File: config.mk
export PLATFORM = sky130hd
export DESIGN_NAME = spi_slave
export DESIGN_NICKNAME = d
export VERILOG_FILES = /design/src/rtl/spi_slave.sv
export SDC_FILE = /design/constraint.sdc
export NUM_CORES = 1
export LEC_CHECK = 0
export BUFFER_PORTS_ARGS = -buffer_cell sky130_fd_sc_hd__clkbuf_2
export CAP_MARGIN = 10
export CELL_PAD_IN_SITES_DETAIL_PLACEMENT = 1
export CELL_PAD_IN_SITES_GLOBAL_PLACEMENT = 1
export CORE_MARGIN = 4
export CORE_UTILIZATION = 49
export CTS_CLUSTER_SIZE = 12
export DETAILED_ROUTE_END_ITERATION = 12
export PLACE_DENSITY = 0.92
export SETUP_SLACK_MARGIN = 0.3
export SLEW_MARGIN = 15
export SYNTH_ARGS = -nofsm -noshare
export SYNTH_HDL_FRONTEND = slang
export SYNTH_SLANG_ARGS = --single-unit
File: constraint.sdc
create_clock -name sys_clk -period 5 [get_ports sys_clk]
set_input_delay 0.25 -clock sys_clk [delete_from_list [all_inputs] [get_ports sys_clk]]
set_output_delay 0.25 -clock sys_clk [all_outputs]
set_load 0.005 [all_outputs]
File: src/rtl/spi_slave.sv
`timescale 1ns/1ps
// spi_slave: mode-3 (CPOL=1, CPHA=1) SPI slave, oversampled by sys_clk.
// The SPI pins are synchronised with two flops and edge-detected with a third;
// every pin-driven register update lands two sys_clk edges after capture.
// Received bytes come out as one-cycle strobes. Transmit bytes go through a
// one-deep holding register, and 8'hFF is sent when that register is empty.
module spi_slave #(
    parameter logic IDLE_MISO = 1'b1
) (
    input  logic       sys_clk,
    input  logic       sys_rst_n,
    input  logic       spi_cs_n_i,
    input  logic       spi_sck_i,
    input  logic       spi_mosi_i,
    output logic       spi_miso_o,
    output logic       spi_miso_oe_o,
    input  logic       tx_valid_i,
    input  logic [7:0] tx_data_i,
    output logic       tx_ready_o,
    output logic       tx_underrun_o,
    output logic       rx_valid_o,
    output logic [7:0] rx_data_o,
    output logic       frame_start_o,
    output logic       frame_end_o,
    output logic       busy_o
);

    typedef enum logic {IDLE, ACTIVE} state_t;

    state_t     state;
    logic       cs_s1, cs_s2, cs_d;
    logic       sck_s1, sck_s2, sck_d;
    logic       mosi_s1, mosi_s2;
    logic [2:0] bit_cnt;
    logic       hold_full;
    logic [7:0] hold_data;
    // Only the 7 bits still to be sent are kept; bit 7 goes straight to MISO on load.
    logic [6:0] tx_shift;
    // The 7 most recent bits; the 8th bit is taken directly from mosi_s2.
    logic [6:0] rx_shift;
    logic       cs_fall, cs_rise, sck_fall, sck_rise, tx_accept;
    logic [7:0] tx_load;

    // Pin synchronisers plus a delay stage on cs and sck for edge detection
    always_ff @(posedge sys_clk or negedge sys_rst_n) begin
        if (!sys_rst_n) begin
            cs_s1   <= 1'b1;
            cs_s2   <= 1'b1;
            cs_d    <= 1'b1;
            sck_s1  <= 1'b1;
            sck_s2  <= 1'b1;
            sck_d   <= 1'b1;
            mosi_s1 <= 1'b1;
            mosi_s2 <= 1'b1;
        end else begin
            cs_s1   <= spi_cs_n_i;
            cs_s2   <= cs_s1;
            cs_d    <= cs_s2;
            sck_s1  <= spi_sck_i;
            sck_s2  <= sck_s1;
            sck_d   <= sck_s2;
            mosi_s1 <= spi_mosi_i;
            mosi_s2 <= mosi_s1;
        end
    end

    // Edge strobes; SCK edges only count while the synchronised chip select is low
    always_comb begin
        cs_fall    = ~cs_s2 & cs_d;
        cs_rise    = cs_s2 & ~cs_d;
        sck_rise   = sck_s2 & ~sck_d & ~cs_s2;
        sck_fall   = ~sck_s2 & sck_d & ~cs_s2;
        tx_accept  = tx_valid_i & ~hold_full;
        tx_load    = hold_full ? hold_data : 8'hFF;
        tx_ready_o = ~hold_full;
    end

    // Control FSM: frame tracking, bit counting, MISO drive, holding flag and strobes
    always_ff @(posedge sys_clk or negedge sys_rst_n) begin
        if (!sys_rst_n) begin
            state         <= IDLE;
            bit_cnt       <= 3'd0;
            hold_full     <= 1'b0;
            spi_miso_o    <= IDLE_MISO;
            spi_miso_oe_o <= 1'b0;
            busy_o        <= 1'b0;
            rx_data_o     <= 8'h00;
            rx_valid_o    <= 1'b0;
            tx_underrun_o <= 1'b0;
            frame_start_o <= 1'b0;
            frame_end_o   <= 1'b0;
        end else begin
            frame_start_o <= 1'b0;
            frame_end_o   <= 1'b0;
            rx_valid_o    <= 1'b0;
            tx_underrun_o <= 1'b0;
            if (tx_accept) begin
                hold_full <= 1'b1;
            end
            case (state)
                IDLE: begin
                    bit_cnt    <= 3'd0;
                    spi_miso_o <= IDLE_MISO;
                    if (cs_fall) begin
                        state         <= ACTIVE;
                        frame_start_o <= 1'b1;
                        busy_o        <= 1'b1;
                        spi_miso_oe_o <= 1'b1;
                    end
                end
                ACTIVE: begin
                    // A partial byte is dropped; the holding register is left alone.
                    if (cs_rise) begin
                        state         <= IDLE;
                        frame_end_o   <= 1'b1;
                        busy_o        <= 1'b0;
                        spi_miso_oe_o <= 1'b0;
                        bit_cnt       <= 3'd0;
                        spi_miso_o    <= IDLE_MISO;
                    end
                end
                default: state <= IDLE;
            endcase
            if (sck_fall) begin
                if (bit_cnt == 3'd0) begin
                    // A write in this same cycle is not visible yet, so it waits for the next byte.
                    spi_miso_o <= tx_load[7];
                    if (hold_full) begin
                        hold_full <= 1'b0;
                    end else begin
                        tx_underrun_o <= 1'b1;
                    end
                end else begin
                    spi_miso_o <= tx_shift[6];
                end
            end
            if (sck_rise) begin
                bit_cnt <= bit_cnt + 3'd1;
                if (bit_cnt == 3'd7) begin
                    rx_valid_o <= 1'b1;
                    rx_data_o  <= {rx_shift, mosi_s2};
                end
            end
        end
    end

    // Data registers: holding byte, TX shifter and RX shifter (no reset needed)
    always_ff @(posedge sys_clk) begin
        if (tx_accept) begin
            hold_data <= tx_data_i;
        end
        if (sck_fall) begin
            if (bit_cnt == 3'd0) begin
                tx_shift <= tx_load[6:0];
            end else begin
                tx_shift <= {tx_shift[5:0], 1'b0};
            end
        end
        if (sck_rise) begin
            rx_shift <= {rx_shift[5:0], mosi_s2};
        end
    end

endmodule

# Word level (Yosys, flattened, before mapping)
# Index checks and enable logic that the tools add are counted.
# totals
regBits	49
latch_bits	0
ram_bits	0
romBits	0
elab_cells	71
n_memories	0
# op_classes
addsub	1
multipliers	0
div	0
magnitude_cmp	0
n_eq_ne	5
shift	0
n_mux	27
n_bitwise	13
n_reduce_logical	3
# ops
cell	n
1-bit 2-to-1 mux	19
8-bit 2-to-1 mux	1
1-bit bitwise AND	7
7-bit 2-to-1 mux	1
3-bit 2-to-1 mux	2
3-bit by 1-bit != test with 1-bit output, second input constant	2
1-bit inverter	6
1-bit case mux with 2 select lines	3
3-bit case mux with 2 select lines	1
2-bit AND reduction	2
3-bit by 1-bit adder with 3-bit output, second input constant	1
3-bit equality test, second input constant	1
3-bit zero test	1
2-bit by 1-bit != test with 1-bit output, second input constant	1
2-bit != test, second input constant	1

# Depth between registers and ports, before layout
# Gate-level depths: netlist (run 1).
# depth
word_depth	6
mapped_depth	6
depth_no_buf	5

# Worst setup path before layout (run 1)
# Ideal clock, no wire load.
# synth_timing
kind	register -> register
from	reg sck_d
to	reg tx_shift[0] (enable)
setup_ps	391
t_arrival_ps	1339
t_required_ps	4609
slack_ps	3270
path_stages_with_launch	2
n_path_buf	0
synth_period_minus_slack_ps	1730
cell_sequence	dfstp_2 nor3b_1
# synth_via
elab_chain_len	2
# synth_lines
item	line	rtl
from (decl)	32	logic sck_s1, sck_s2, sck_d;
from (signal assigned)	61	sck_d <= sck_s2;
1-bit bitwise AND (2 in series)	72	sck_fall = ~sck_s2 & sck_d & ~cs_s2;
via sck_fall	41	logic cs_fall, cs_rise, sck_fall, sck_rise, tx_accept;
to (signal assigned)	154	tx_shift <= tx_load[6:0];
to (signal assigned)	156	tx_shift <= {tx_shift[5:0], 1'b0};
to (decl)	38	logic [6:0] tx_shift;
# The timed path passes the listed nets, and every way through them passes these cells.
# A chain may end at the register's enable or synchronous reset.

# Worst setup path after layout (run 1)
# layout_timing
from	reg sck_s2
to	reg rx_data_o[5]
# layout_via
elab_chain_len	3
# layout_lines
item	line	rtl
from (decl)	32	
from (signal assigned)	60	sck_s2 <= sck_s1;
1-bit bitwise AND (2 in series)	71	sck_rise = sck_s2 & ~sck_d & ~cs_s2;
via sck_rise	41	
2-bit AND reduction (no source line)	--	
to (signal assigned)	141	rx_data_o <= {rx_shift, mosi_s2};
to (decl)	22	output logic [7:0] rx_data_o,
# The timed path passes the listed nets, and every way through them passes these cells.

==> results of run 1 <==
## area by class of cell
| cell class | instances | area share [%] |
|---|---|---|
| Tap cell | 46 | 2.735 |
| Clock inverter | 2 | 0.7134 |
| Multi-Input combinational cell | 52 | 19.32 |
| Inverter | 5 | 0.8918 |
| Timing Repair Buffer | 31 | 7.848 |
| Sequential cell | 49 | 64.03 |
| Clock buffer | 6 | 4.459 |
## power groups by stage
stage	Sequential [uW]	Combinational, uW	Clock [uW]
6_report	452	48.5	259
2_1_floorplan	457	27.3	0
3_3_place_gp	458	43.4	0
4_1_cts	453	48.9	268
5_1_grt	454	55.8	285
3_5_place_dp	461	48.0	0
## worst max-delay path by stage
| stage | from | endpoint | slack, ns | depth (start not counted) |
|---|---|---|---|---|
| final | sck_s2$_DFF_PN1_ | rx_data_o[5]$_DFFE_PN0P_ | 3.05 | 3 |
| after global routing | sck_s2$_DFF_PN1_ | rx_data_o[5]$_DFFE_PN0P_ | 2.97 | 3 |
| after CTS | sck_d$_DFF_PN1_ | tx_shift[3]$_DFFE_PP_ | 2.87 | 1 |
| after detailed placement | sck_d$_DFF_PN1_ | tx_shift[3]$_DFFE_PP_ | 2.94 | 1 |
| after global placement | sck_d$_DFF_PN1_ | tx_shift[1]$_DFFE_PP_ | 3.12 | 1 |
| after floorplan | sck_d$_DFF_PN1_ | tx_shift[0]$_SDFFCE_PP0P_ | 3.27 | 1 |
## cells in the final DEF, fill, tap and decap left out, types with 2 or more instances in the layout
master	netlist	final
dlygate4sd3_1	0	2
mux2_4	8	8
nor2b_1	2	2
clkbuf_2	0	29
ha_1	3	3
edfxtp_1	22	22
nor2_1	8	8
dfrtp_1	18	18
dfstp_2	9	9
nand2_1	6	6
o21ai_0	7	7
clkbuf_8	0	5
a22o_1	2	2
inv_1	4	4
nand2b_1	3	3
## stage by stage
step	total power, uW	hold slack [ns]
global placement	501.9	0.2909
floorplan	484.7	-0.04559
finish	759.5	0.01822
global route	795.0	0.001203
detailed placement	508.7	0.3027
CTS	769.1	0.004938
## Yosys cell counts, types with 2 or more instances
library cell / n / area (um^2)
a22o_1: 2 / 17.52
dfrtp_1: 18 / 450.4
dfstp_2: 9 / 236.5
edfxtp_1: 22 / 660.6
ha_1: 3 / 37.54
inv_1: 4 / 15.01
mux2_4: 8 / 120.1
nand2_1: 6 / 22.52
nand2b_1: 3 / 18.77
nor2_1: 8 / 30.03
nor2b_1: 2 / 12.51
o21ai_0: 7 / 35.03
## timing repair
| action | 4_1_cts | 5_1_grt |
|---|---|---|
| gates resized for setup | 0 | 0 |
| hold buffers | 1 | 1 |
| hold endpoints to repair | 18 | 1 |
## logic make-up (layout without fill, tap and decap cells)
logic type | after synthesis | in the layout | share of synthesized area [%]
compound gates | 13 | 13 | 4.451
fa+ha+maj | 3 | 3 | 2.086
simple gates | 26 | 26 | 7.928
flops | 49 | 49 | 74.90
buf+inv | 8 | 44 | 2.781
mux | 10 | 10 | 7.858
## registers in the layout, indices dropped and copies added (netlist names), 3 cells and up
signal,count
hold_data,8
bit_cnt,3
tx_shift,7
rx_shift,7
rx_data_o,8
## per-layer routing
| layer | global-route usage, % | vias to the layer above |
|---|---|---|
| met5 | 0 | - |
| met4 | 8.189 | 0 |
| met3 | 6.807 | 4 |
| met2 | 27.29 | 22 |
| met1 | 18.81 | 492 |
| li1 | - | 450 |
==> results.py, run 1 <==
metrics = {
    "timing": {
        "drv_slew": 0,
        "worst_pin_slew_ns": 0.7877,
        "tns_ns": 0,
        "finalCritPeriodShare_pct": 39.10,
        "hold_viol": 0,
        "clock.fmax_mhz": 511.5,
        "finalWorstSetupSlack_ns": 3.045,
        "max_slew_margin_pct": 47.25,
        "rsz0062_at_grt": "no",
        "finalSetupViolCount": 0,
        "fin_crit_ns": 1.955,
        "finalClockSkew_ns": 0.004073,
    },
    "cts": {
        "cts_tree": "done",
        "cts.reportedPaths.clkPinSlew_ns": 0.09,
        "h-tree-depth": 2,
        "post_cts_buffers": 0,
        "clock_latency_ns": 0.30,
        "root_buffer": "clkbuf_8",
        "clockBufferDepth": 2,
        "cts_sinks": 49,
        "numCtsBuffers": 5,
    },
    "global_routing": {
        "overflow": 0,
        "grt_usage_pct": 16.69,
        "grt_max_degree": 28,
        "antenna_found_initial": 0,
        "grt_pass1_vias": 1031,
        "grt_first_pass_wirelength_um": 5250,
    },
    "logic_synthesis": {
        "seq_area_frac_synth_pct": 74.90,
        "syn_area_um2": 1799,
        "synth_cell_type_count": 29,
        "synth_warnings": 0,
        "syn_nets": 126,
        "synthArstFlopShare_pct": 55.10,
        "synth_ff_type": "edfxtp_1",
        "synth_edf_count": 22,
        "synth_cells": 109,
        "ys_ff_latch": 49,
        "syn_avg_cell_area_um2": 16.51,
    },
    "routing": {
        "wl_met3_um": 134,
        "routed_wl_um": 3228,
        "postRouteAntennaNets": 0,
        "wl_per_cell_um": 16.90,
        "wl_met2_um": 1709,
        "vias": 968,
        "drt_iter0_drc": 36,
        "dr.pass1.iters": 4,
        "met1_length_um": 1322,
        "top_layer": "met4",
        "viasPerCell": 5.068,
        "drc": 0,
    },
    "pwr": {
        "p_leak_uw": 0.0009133,
        "worst_ir_drop_vdd_mv": 0.3078,
        "p_int_uw": 591.9,
        "clock_power_share_pct": 34.1,
        "power.density_nw_per_um2": 360.9,
        "switchingPower_uw": 167.6,
        "seqPwrFrac_pct": 59.6,
        "p_comb_share_pct": 6.4,
        "switching_share_pct": 22.07,
    },
    "worst_hold_path": {
        "holdCritStartpoint": "spi_cs_n_i",
        "min_to": "cs_s1$_DFF_PN1_",
        "min_path_type": "primary input to register",
        "hold_depth": 1,
    },
    "floorplan": {
        "std_cell_rows": 21,
        "coreArea_um2": 3442,
        "initial_core_util_pct": 52.27,
        "dieArea_um2": 4705,
        "die_h_um": 68.60,
        "die-width_um": 68.60,
        "io_pins": 30,
    },
    "worst_setup_path": {
        "cp_slowest_stage_delay_ns": 0.58,
        "crit_type": "register to register",
        "crit_family": "simple AND/OR/NAND/NOR gates",
        "critPathCaptureType": "register",
        "cp_cell_sequence": "nor3b_4 > and2_4 > mux2_4",
        "slowest_stage": "dfstp_2",
        "worstPathRequired_ns": 5.19,
        "r2r-end": "rx_data_o[5]$_DFFE_PN0P_",
        "r2r_cells": 3,
        "critical_path.max_fanout": 12,
        "r2r-start": "sck_s2$_DFF_PN1_",
        "cp_num_buf_inv": 0,
        "crit_path_start_kind": "register",
        "r2r_slack_ns": 3.05,
        "arrival_ns": 2.14,
    },
    "placement": {
        "hpwl_um": 2346,
        "gp_congestion": 0.7225,
        "portBuffers": 29,
        "pre_cts_slack_ns": 2.937,
        "place_area_um2": 1971,
        "dp_cells": 181,
    },
    "cells_and_area": {
        "utilization_pct": 61.14,
        "drive_gt1_share_pct": 40.00,
        "multi_input_area_um2": 406.6,
        "diodes": 0,
        "fin_cells": 191,
        "register_area_um2": 1348,
        "syn_to_final_growth_pct": 16.97,
        "nFillCells": 322,
        "stdcell_area_um2": 2105,
        "nets": 161,
    },
    "run": {
        "max_cap_viol_count": 0,
    },
    "status": {
        "status": "finished clean",
    },
}
Power figures use the tool's default switching activity.
==> run 2, diff against run 1 <==
--- a/config.mk
+++ b/config.mk
@@ -10,10 +10,10 @@
 export CELL_PAD_IN_SITES_DETAIL_PLACEMENT = 1
 export CELL_PAD_IN_SITES_GLOBAL_PLACEMENT = 1
 export CORE_MARGIN = 4
-export CORE_UTILIZATION = 49
+export CORE_UTILIZATION = 41
 export CTS_CLUSTER_SIZE = 12
 export DETAILED_ROUTE_END_ITERATION = 12
-export PLACE_DENSITY = 0.92
+export PLACE_DENSITY = 0.84
 export SETUP_SLACK_MARGIN = 0.3
 export SLEW_MARGIN = 15
 export SYNTH_ARGS = -nofsm -noshare
==> constraint.sdc (replaced) <==
create_clock -name sys_clk -period 1.61 [get_ports sys_clk]
set_input_delay 0.0805 -clock sys_clk [delete_from_list [all_inputs] [get_ports sys_clk]]
set_output_delay 0.0805 -clock sys_clk [all_outputs]
set_load 0.005 [all_outputs]
==> results.py, run 2 (synthesized netlist as in run 1, its figures left out) <==
metrics = {
    "status": {
        "status": "finished clean",
    },
    "cts": {
        "clockBufferDepth": 2,
        "numCtsBuffers": 5,
        "cts.reportedPaths.clkPinSlew_ns": 0.09,
        "h-tree-depth": 2,
        "clock_latency_ns": 0.31,
        "cts_sinks": 49,
        "root_buffer": "clkbuf_8",
        "cts_tree": "done",
    },
    "worst_setup_path": {
        "crit_path_start_kind": "register",
        "critPathLaunch": "cs_s2$_DFF_PN1_",
        "arrival_ns": 1.66,
        "critical_path.max_fanout": 5,
        "worstPathRequired_ns": 1.81,
        "critPathCaptureType": "register",
        "r2r-start": "cs_s2$_DFF_PN1_",
        "crit_type": "register to register",
    },
    "timing": {
        "max_slew_margin_pct": 53.90,
        "clock.fmax_mhz": 684.3,
        "finalSetupViolCount": 0,
        "tns_ns": 0,
        "drv_slew": 0,
        "finalWorstSetupSlack_ns": 0.1487,
        "hold_viol": 0,
        "fin_crit_ns": 1.461,
        "finalClockSkew_ns": 0.01153,
        "finalCritPeriodShare_pct": 90.76,
        "worst_pin_slew_ns": 0.6915,
        "rsz0062_at_grt": "yes",
    },
    "cells_and_area": {
        "top_regs": "hold_data: 8 flops, rx_data_o: 8 flops",
        "nets": 185,
        "drive_gt1_share_pct": 51.48,
        "diodes": 0,
        "nFillCells": 406,
        "final_cell_mix": "29 x clkbuf_2, 22 x edfxtp_1, 18 x dfrtp_1",
        "fin_cells": 219,
        "syn_to_final_growth_pct": 36.37,
        "utilization_pct": 59.62,
        "layout_commonest_cell": "clkbuf_2",
    },
    "pwr": {
        "power.total_uw": 2475,
        "power.density_nw_per_um2": 1009,
        "p_leak_uw": 0.001054,
        "worst_ir_drop_vdd_mv": 0.5107,
    },
    "routing": {
        "postRouteAntennaNets": 0,
        "viasPerCell": 4.868,
        "wl_per_cell_um": 19.49,
        "dr.pass1.iters": 4,
        "drt_iter0_drc": 86,
        "drc": 0,
        "vias": 1066,
        "routed_wl_um": 4268,
    },
    "worst_hold_path": {
        "holdCritStartpoint": "tx_valid_i",
        "min_path_type": "primary input to register",
    },
    "global_routing": {
        "overflow": 0,
        "antenna_found_initial": 0,
        "grt_usage_pct": 15.30,
        "grt_first_pass_wirelength_um": 6099,
        "grt_max_degree": 28,
        "grt_pass1_vias": 1149,
    },
    "floorplan": {
        "coreArea_um2": 4115,
        "die_h_um": 74.25,
        "std_cell_rows": 23,
        "io_pins": 30,
        "initial_core_util_pct": 43.72,
        "dieArea_um2": 5512,
        "die-width_um": 74.25,
    },
    "placement": {
        "dp_cells": 189,
        "pre_cts_slack_ns": 0.1222,
        "gp_congestion": 0.6935,
        "portBuffers": 29,
        "hpwl_um": 2314,
    },
    "run": {
        "max_cap_viol_count": 0,
    },
}
==> run 2: metal layers <==
metal / part of all wire (%) / global-route usage [%] / up-vias / wire [um]
li1: - / - / 496 / -
met1: 40 / 18.99 / 543 / 1720
met2: 55 / 26.77 / 20 / 2329
met3: 3.3 / 3.378 / 7 / 140
met4: 1.8 / 4.743 / 0 / 78
met5: 0 / 0 / - / 0
==> run 2: worst max-delay path, cell delays in order (launching register included) <==
cell	delay [ns]
dfstp_2	0.62
nor3b_4	0.07
buf_4	0.14
buf_6	0.12
clkbuf_16	0.15
mux2_4	0.26
==> run 2: path summary, 6_finish.rpt <==
path	slack (ns)	cells past startpoint	endpoint
max	0.15	5	bit_cnt[0]$_DFFE_PN0P_
min	0.11	3	hold_full$_DFF_PN0_
max reg2reg	0.15	5	bit_cnt[0]$_DFFE_PN0P_
min reg2reg	0.36	0	sck_s2$_DFF_PN1_
max in group asynchronous	0.82	2	rx_data_o[1]$_DFFE_PN0P_
min in group asynchronous	0.34	2	busy_o$_DFFE_PN0P_
==> run 2: what timing repair did <==
| action | 4_1_cts | 5_1_grt |
|---|---|---|
| pin swaps | 1 | 9 |
| resized for setup | 7 | 28 |
| setup endpoints to repair | 21 | 29 |
| hold buffers | 12 | 0 |
| cloned | 1 | 3 |
| hold endpoints to repair | 29 | 0 |
| buffers inserted | 2 | 4 |
==> run 2: final cells by class <==
cell class                      instances  area, um^2  share of cell area [%]
Timing Repair Buffer                   53       396.6                   16.17
Clock inverter                          1       5.005                  0.2040
Sequential cell                        49        1348                   54.92
Inverter                                5       25.02                   1.020
Clock buffer                            7       97.59                   3.978
Tap cell                               50       62.56                   2.550
Multi-Input combinational cell         54       519.2                   21.16
==> run 2: stage by stage <==
step | hold WS (ns) | area, um^2
2_1_floorplan | -0.2151 | 1805
3_3_place_gp | 0.1323 | 2011
3_5_place_dp | 0.1562 | 2011
4_1_cts | 0.08327 | 2292
5_1_grt | 0.1370 | 2454
6_report | 0.1147 | 2454
==> run 2: report_power, final <==
part,switching [uW],leakage (uW),total [uW],internal [uW]
Clock,402,0.0000534,801,399
Sequential,37.8,0.000537,1410,1370
Combinational,132,0.000463,263,131
Total,572,0.00105,2480,1900
==> run 3, diff against run 2 <==
--- a/config.mk
+++ b/config.mk
@@ -5,15 +5,15 @@
 export SDC_FILE = /design/constraint.sdc
 export NUM_CORES = 1
 export LEC_CHECK = 0
-export BUFFER_PORTS_ARGS = -buffer_cell sky130_fd_sc_hd__clkbuf_2
+export BUFFER_PORTS_ARGS = -buffer_cell sky130_fd_sc_hd__buf_2
 export CAP_MARGIN = 10
 export CELL_PAD_IN_SITES_DETAIL_PLACEMENT = 1
 export CELL_PAD_IN_SITES_GLOBAL_PLACEMENT = 1
 export CORE_MARGIN = 4
-export CORE_UTILIZATION = 41
+export CORE_UTILIZATION = 40
 export CTS_CLUSTER_SIZE = 12
 export DETAILED_ROUTE_END_ITERATION = 12
-export PLACE_DENSITY = 0.84
+export PLACE_DENSITY = 0.79
 export SETUP_SLACK_MARGIN = 0.3
 export SLEW_MARGIN = 15
 export SYNTH_ARGS = -nofsm -noshare
==> constraint.sdc (replaced) <==
create_clock -name sys_clk -period 1.35 [get_ports sys_clk]
set_input_delay 0.0675 -clock sys_clk [delete_from_list [all_inputs] [get_ports sys_clk]]
set_output_delay 0.0675 -clock sys_clk [all_outputs]
set_load 0.005 [all_outputs]
==> results.py, run 3 (synthesized netlist as in run 1, its figures left out) <==
metrics = {
    "status": {
        "status": "finished with violations",
        "violations": "setup timing",
    },
    "cells_and_area": {
        "final_cell_mix": "27 x buf_2, 22 x edfxtp_1, 17 x dfrtp_1",
        "nFillCells": 402,
        "diodes": 0,
        "nets": 190,
        "fin_cells": 226,
        "register_area_um2": 1349,
        "layout_commonest_cell": "buf_2",
        "syn_to_final_growth_pct": 44.51,
        "multi_input_area_um2": 588.1,
        "drive_gt1_share_pct": 62.64,
        "stdcell_area_um2": 2600,
        "top_regs": "hold_data: 8 flops, rx_data_o: 8 flops",
    },
    "floorplan": {
        "coreArea_um2": 4354,
        "io_pins": 30,
        "initial_core_util_pct": 41.32,
        "std_cell_rows": 24,
        "die-width_um": 75.07,
        "dieArea_um2": 5635,
        "die_h_um": 75.07,
    },
    "worst_setup_path": {
        "r2r-end": "rx_data_o[0]$_DFFE_PN0P_",
        "arrival_ns": 1.67,
        "r2r_cells": 3,
        "crit_path_start_kind": "register",
        "crit_type": "register to register",
        "r2r_slack_ns": -0.12,
        "critical_path.max_fanout": 9,
        "worstPathRequired_ns": 1.55,
        "slowest_stage": "dfstp_2",
        "r2r-start": "sck_s2$_DFF_PN1_",
        "cp_slowest_stage_delay_ns": 0.54,
        "cp_cell_sequence": "nor3b_4 > and2_4 > mux2_4",
        "critPathCaptureType": "register",
    },
    "worst_hold_path": {
        "min_to": "hold_full$_DFF_PN0_",
        "hold_depth": 3,
        "holdCritStartpoint": "tx_valid_i",
        "min_path_type": "primary input to register",
    },
    "placement": {
        "place_area_um2": 2048,
        "dp_cells": 194,
        "portBuffers": 29,
        "pre_cts_slack_ns": -0.08889,
        "gp_congestion": 0.7228,
        "hpwl_um": 2406,
    },
    "timing": {
        "finalWorstSetupSlack_ns": -0.1173,
        "clock.fmax_mhz": 681.5,
        "finalCritPeriodShare_pct": 108.7,
        "fin_crit_ns": 1.467,
        "finalClockSkew_ns": 0.009361,
        "rsz0062_at_grt": "yes",
        "drv_slew": 0,
        "hold_viol": 0,
        "tns_ns": -1.298,
        "max_slew_margin_pct": 61.03,
        "finalSetupViolCount": 18,
        "worst_pin_slew_ns": 0.5846,
    },
    "pwr": {
        "power.density_nw_per_um2": 1203,
        "worst_ir_drop_vdd_mv": 0.7767,
        "p_leak_uw": 0.001129,
    },
    "global_routing": {
        "grt_usage_pct": 16.94,
        "grt_first_pass_wirelength_um": 6568,
        "grt_pass1_vias": 1250,
        "top_usage_layer": "met2",
        "use_met2_pct": 29.21,
        "antenna_found_initial": 0,
        "grt_max_degree": 28,
        "overflow": 0,
        "met1_usage_pct": 19.98,
        "globalRouteMet3Util_pct": 3.605,
    },
    "routing": {
        "routed_wl_um": 4130,
        "dr.pass1.iters": 4,
        "wl_per_cell_um": 18.27,
        "drc": 0,
        "vias": 1112,
        "drt_iter0_drc": 53,
        "postRouteAntennaNets": 0,
        "viasPerCell": 4.920,
    },
    "cts": {
        "numCtsBuffers": 5,
        "clockBufferDepth": 2,
        "clock_latency_ns": 0.31,
        "h-tree-depth": 2,
        "cts_sinks": 49,
        "cts_tree": "done",
        "root_buffer": "clkbuf_8",
        "cts.reportedPaths.clkPinSlew_ns": 0.09,
    },
    "run": {
        "max_cap_viol_count": 0,
    },
}
## run 3: cell count changes in the layout (fill, tap and decap cells not counted), sizes merged
cell	change
buf	+36
clkbuf	-32
and2	-1
bufinv	+1
clkinv	+1
clkinvlp	-1
inv	+1
## run 3: worst max-delay path by stage
stage | start | end | slack [ns] | cells past startpoint
2_1_floorplan | sck_s2$_DFF_PN1_ | rx_data_o[0]$_DFFE_PN0P_ | -0.33 | 4
3_3_place_gp | sck_s2$_DFF_PN1_ | rx_data_o[6]$_DFFE_PN0P_ | -0.03 | 3
3_5_place_dp | cs_s2$_DFF_PN1_ | bit_cnt[0]$_DFFE_PN0P_ | -0.09 | 4
4_1_cts | sck_s2$_DFF_PN1_ | rx_data_o[0]$_DFFE_PN0P_ | -0.11 | 3
5_1_grt | sck_s2$_DFF_PN1_ | rx_data_o[0]$_DFFE_PN0P_ | -0.16 | 3
6_report | sck_s2$_DFF_PN1_ | rx_data_o[0]$_DFFE_PN0P_ | -0.12 | 3
## run 3: report_power, final
part	internal (uW)	total [uW]	switching [uW]
logic	195	379	184
clock network	555	1070	510
registers	1640	1680	45.0
## run 3: metal layers
metal,vias to the layer above,part of all wire (%)
li1,510,-
met1,571,41
met2,23,53
met3,8,3.2
met4,0,2.3
met5,-,0
## run 3: final cells by class
cell class | count | share of cell area (%)
clock inverter | 3 | 1.684
multi-input combinational | 53 | 22.62
timing repair buffer | 59 | 17.47
sequential | 49 | 51.88
inverter | 5 | 1.203
tap | 52 | 2.502
clock buffer | 5 | 2.647
## run 3: what timing repair did
item,4_1_cts,5_1_grt
setup endpoints to repair,48,42
gates cloned,2,0
buffers inserted,6,4
hold endpoints to repair,29,0
resized for setup,45,13
hold buffers,12,0
pin swaps,5,6
## run 3: critical path, delay by kind of cell (launching register included)
kind             cells  cell delay, ns
flip-flops           1            0.54
AND/OR/NAND/NOR      2            0.50
multiplexers         1            0.32
## run 3: metrics by stage
stage	utilization, %	hold slack, ns	power [uW]
3_3_place_gp	47.04	0.08905	1887
2_1_floorplan	-	-0.2281	1814
6_report	59.71	0.07059	3128
3_5_place_dp	47.04	0.1068	1911
4_1_cts	57.90	0.08296	3084
5_1_grt	59.71	0.08217	3258
